===== config.mk =====
export PLATFORM = sky130hd
export DESIGN_NAME = logic_unit_pipe
export DESIGN_NICKNAME = d
export VERILOG_FILES = /design/src/rtl/logic_unit_pipe.sv
export SDC_FILE = /design/constraint.sdc
export NUM_CORES = 1
export LEC_CHECK = 0
export ABC_AREA = 1
export CAP_MARGIN = 10
export CORE_MARGIN = 4
export CORE_UTILIZATION = 52
export CTS_CLUSTER_SIZE = 28
export DETAILED_ROUTE_END_ITERATION = 8
export PLACE_DENSITY = 0.89
export SYNTH_ARGS = -nofsm -noshare
export SYNTH_HDL_FRONTEND = slang
export SYNTH_SLANG_ARGS = --single-unit

===== constraint.sdc =====
create_clock -name clk -period 1.9 [get_ports clk]
set_input_delay 0.19 -clock clk [delete_from_list [all_inputs] [get_ports clk]]
set_output_delay 0.19 -clock clk [all_outputs]
set_load 0.01 [all_outputs]

===== src/rtl/logic_unit_pipe.sv =====
// ============================================================================
// logic_unit_pipe : eight-function bitwise logic unit with XOR accumulator and
//                   a registered D-entry output FIFO behind valid/ready.
// Revision        : 1.0
// ============================================================================
`default_nettype none

module logic_unit_pipe #(
  parameter int N = 4,
  parameter int D = 2
) (
  input  logic                     clk,
  input  logic                     rst,
  input  logic                     in_valid,
  output logic                     in_ready,
  input  logic [2:0]               op,
  input  logic [N-1:0]             a,
  input  logic [N-1:0]             b,
  input  logic                     acc_clr,
  output logic                     out_valid,
  input  logic                     out_ready,
  output logic [N-1:0]             c,
  output logic [$clog2(D+1)-1:0]   count
);

  localparam int c_PW = $clog2(D);
  localparam int c_CW = $clog2(D+1);
  localparam logic [c_CW-1:0] c_DEPTH = c_CW'(D);
  localparam logic [2:0]      c_OP_ACC = 3'd7;

  logic [N-1:0]    r_mem [D];
  logic [c_PW-1:0] r_wr_ptr;
  logic [c_PW-1:0] r_rd_ptr;
  logic [c_CW-1:0] r_count;
  logic [N-1:0]    r_acc;

  logic            w_full;
  logic            w_empty;
  logic            w_push;
  logic            w_pop;
  logic [N-1:0]    w_acc_base;
  logic [N-1:0]    w_result;

  // Handshake status comes only from the registered count, so out_ready
  // never reaches in_ready combinationally.
  assign w_full   = (r_count == c_DEPTH);
  assign w_empty  = (r_count == '0);
  assign w_push   = in_valid && !w_full;
  assign w_pop    = out_ready && !w_empty;

  assign in_ready  = !w_full;
  assign out_valid = !w_empty;
  assign c         = w_empty ? '0 : r_mem[r_rd_ptr];
  assign count     = r_count;

  always_comb begin
    w_acc_base = acc_clr ? '0 : r_acc;
    w_result   = '0;
    case (op)
      3'd0: w_result = a & b;
      3'd1: w_result = a | b;
      3'd2: w_result = a ^ b;
      3'd3: w_result = ~(a & b);
      3'd4: w_result = ~(a | b);
      3'd5: w_result = ~(a ^ b);
      3'd6: w_result = a & ~b;
      3'd7: w_result = w_acc_base ^ (a & b);
      default: w_result = '0;
    endcase
  end

  always_ff @(posedge clk or posedge rst) begin
    if (rst) begin
      r_wr_ptr <= '0;
      r_rd_ptr <= '0;
      r_count  <= '0;
      r_acc    <= '0;
    end else begin
      if (w_push) r_wr_ptr <= r_wr_ptr + c_PW'(1);
      if (w_pop)  r_rd_ptr <= r_rd_ptr + c_PW'(1);
      case ({w_push, w_pop})
        2'b10:   r_count <= r_count + c_CW'(1);
        2'b01:   r_count <= r_count - c_CW'(1);
        default: r_count <= r_count;
      endcase
      if (w_push && (op == c_OP_ACC)) r_acc <= w_result;
      else if (acc_clr)               r_acc <= '0;
    end
  end

  // Storage needs no reset: stale entries are masked by c=0 when empty.
  always_ff @(posedge clk) begin
    if (w_push) r_mem[r_wr_ptr] <= w_result;
  end

endmodule

`default_nettype wire


==> results.toml <==
[run_status]
status = "completed"

[route]
dr.first_iter.drc_count = 39
drcViolationCount = 0
post_drt_wl_per_cell_um = 10.9
wirelength_um = 2650
via_count = 1263
via_per_inst = 5.20
ant_nets = 0
drt_first_pass_iters = 4

[floorplan]
dieArea_um2 = 3440
io_pins = 24
core_area_um2 = 2450
dieWidth_um = 58.7
fp.dieH_um = 58.7
row_count = 18
initial_utilization_pct = 54.4

[layout]
diodes = 0
drive_above_1_share_pct = 10.8
fillerInstances = 214
seq_area_um2 = 442
layout.nets = 243
syn_to_final_growth_pct = 22.7
post-route-util_pct = 66.7
multi_input_area_um2 = 738

[synthesis]
synth_cell_types = 23
postSynthAreaPerCell_um2 = 7.26
netlist.top_cell.by_area = "edfxtp_1"
synthFlopType = "edfxtp_1"
synthArstFlopShare_pct = 50.0
yosysMostFrequentCell = "nand2_1"
synthTopCellsByArea = "edfxtp_1 18%, dfrtp_1 15%, nand2_1 13%, ha_1 12%, inv_1 8.4%"
yosys_warnings = 0
synth_edf_count = 8
synth_common_cells = "45 x nand2_1, 30 x inv_1, 20 x nor2_1"
ys_seq_elements = 16
ys_seq_area_share_pct = 33.0
syn_area_um2 = 1340
synth_cells = 184
syn_nets = 213
netlist.area_leader.share_pct = 18.0

[sta]
finalHoldViolations = 0
hold_slack_ns = 0.141
relSlewSlack_pct = 72.9
fin_skew_ns = 0.00181
rsz0062_at_grt = "false"
fin_crit_ns = 1.77
setup-tns-final_ns = 0
tightest_slew_ns = 0.405
report.final.setup_viol = 0
period_share_pct = 93.0
fin_ws_ns = 0.133
drv_slew = 0
fmax_mhz = 566

[pwr]
vdd_drop_max_v = 0.000831
p_leak_uw = 0.000795
p_sw_uw = 504
cellPowerDensity_nw_per_um2 = 853
clockPowerShare_pct = 12.5
combPwrFrac_pct = 49.0
p_sw_share_pct = 36.1
intPower_uw = 892
pwr-share-seq_pct = 38.5

[critical_path]
cp_max_fo = 6
criticalPathCategory = "reg -> out"
crit_required_ns = 1.71
crit_arrival_ns = 1.58
critPathCaptureType = "primary output"
critical-path-top-delay-family = "buffers and inverters"
worstSetupStartpointType = "flip-flop"
cp_num_buf_inv = 2
slowest_stage = "clkdlybuf4s50_1"
crit_chain = "nor2_1 -> buf_4 -> a21oi_1 -> clkdlybuf4s50_1"
slowest_delay_ns = 0.54

[run]
cap_violations = 0

[cts]
cts_sinks = 16
path_clk_slew_ns = 0.09
root_buffer = "clkbuf_4"
htreeDepth = 1
clockBufferDepth = 2
cts_made_buffers = 3
cts_tree = "built"
insertion_delay_ns = 0.28

[min_path]
min_path_type = "in -> async"

[grt]
grt_use_total_pct = 16.5
grt_max_degree = 13
antenna_found_initial = 0
grt.overflow.total = 0
grt_pass1_vias = 1128
grt_pass1_wl_um = 4450

[place]
routabilityCongestion = 0.885
hpwl_um = 2220
io_buffers = 23
dp_slack_ns = 0.0663
-- placed cells by master (no fill, tap or decap) --
cell,count
a21boi_1,4
o21ai_1,2
inv_1,29
clkinv_1,1
inv_4,1
a21oi_1,6
nor2_2,7
clkdlybuf4s50_1,23
nand3_1,13
buf_4,5
xor2_1,1
o21ai_0,5
nand2_1,45
nand4_1,10
ha_1,13
edfxtp_1,8
nor2_4,1
clkbuf_4,3
xnor2_1,2
nor2_1,20
dfrtp_2,1
nor3_4,1
nor3_1,1
nand2_2,1
dfrtp_1,7
inv_2,3
-- metal layers --
layer	vias to the layer above	part of all wire (%)	global-route usage (%)
met3	4	8.1	3.95
met4	0	1.4	6.47
met1	561	41	20.2
li1	648	-	-
met2	50	49	27.9
met5	-	0	0
-- flip-flops by register name (all words and copies together), names as in the netlist --
| name | count |
|---|---|
| r_mem | 8 |
| r_acc | 4 |
| count | 2 |
| r_rd_ptr | 1 |
| r_wr_ptr | 1 |
-- what timing repair did --
item | 4_1_cts | 5_1_grt
setup buffers | 0 | 0
endpoints found under the hold margin | 0 | 0
hold buffers | 0 | 0
gates resized for setup | 0 | 2
setup endpoints to repair | 0 | 3
-- per-stage QoR --
step	cell area (um^2)	cells	power [uW]
4_1_cts	1640	243	1400
3_3_place_gp	1610	239	1200
2_1_floorplan	1340	184	905
5_1_grt	1640	243	1500
6_report	1640	243	1400
3_5_place_dp	1610	239	1230
-- kinds of logic after synthesis --
group	count (synthesis)	share of synthesized area, %
xor+xnor	3	1.97
compound gates	17	7.12
fa+ha+maj	13	12.2
buf+inv	36	11.7
flops	16	33.0
simple gates	99	34.0
-- power by group through the flow --
| stage | Combinational, uW | Clock [uW] | Sequential (uW) |
|---|---|---|---|
| 2_1_floorplan | 366 | 0 | 539 |
| 3_3_place_gp | 666 | 0 | 538 |
| 3_5_place_dp | 686 | 0 | 541 |
| 4_1_cts | 688 | 177 | 533 |
| 5_1_grt | 763 | 193 | 549 |
| 6_report | 684 | 175 | 538 |
-- worst paths after layout --
path                                       from              endpoint  slack [ns]  cells after the start
max                        count[0]$_DFFE_PP0P_                  c[1]        0.13                      4
min                                         rst    r_acc[1]$_DFF_PP0_        0.14                      2
max reg2reg                count[0]$_DFFE_PP0P_  count[1]$_DFFE_PP0P_        0.27                      8
min reg2reg                count[1]$_DFFE_PP0P_  count[1]$_DFFE_PP0P_        0.53                      1
max in group asynchronous                   rst  count[0]$_DFFE_PP0P_        1.52                      2
min in group clk           count[1]$_DFFE_PP0P_  count[1]$_DFFE_PP0P_        0.53                      1
-- final cells by class --
type	count	area share, %
sequential	16	27.0
tap	30	2.29
inverter	33	7.72
multi-input combinational	132	45.1
clock inverter	1	0.229
clock buffer	3	1.38
timing repair buffer	28	16.3
-- worst reg2reg max path, cell delays in order (launching register included) --
cell     delay [ns]
dfrtp_2        0.45
nor2_1         0.17
inv_1          0.07
nand2_1        0.11
inv_1          0.06
ha_1           0.30
a21oi_1        0.12
o21ai_0        0.11
xnor2_1        0.13
No activity file was read; power rests on OpenSTA's default activity.
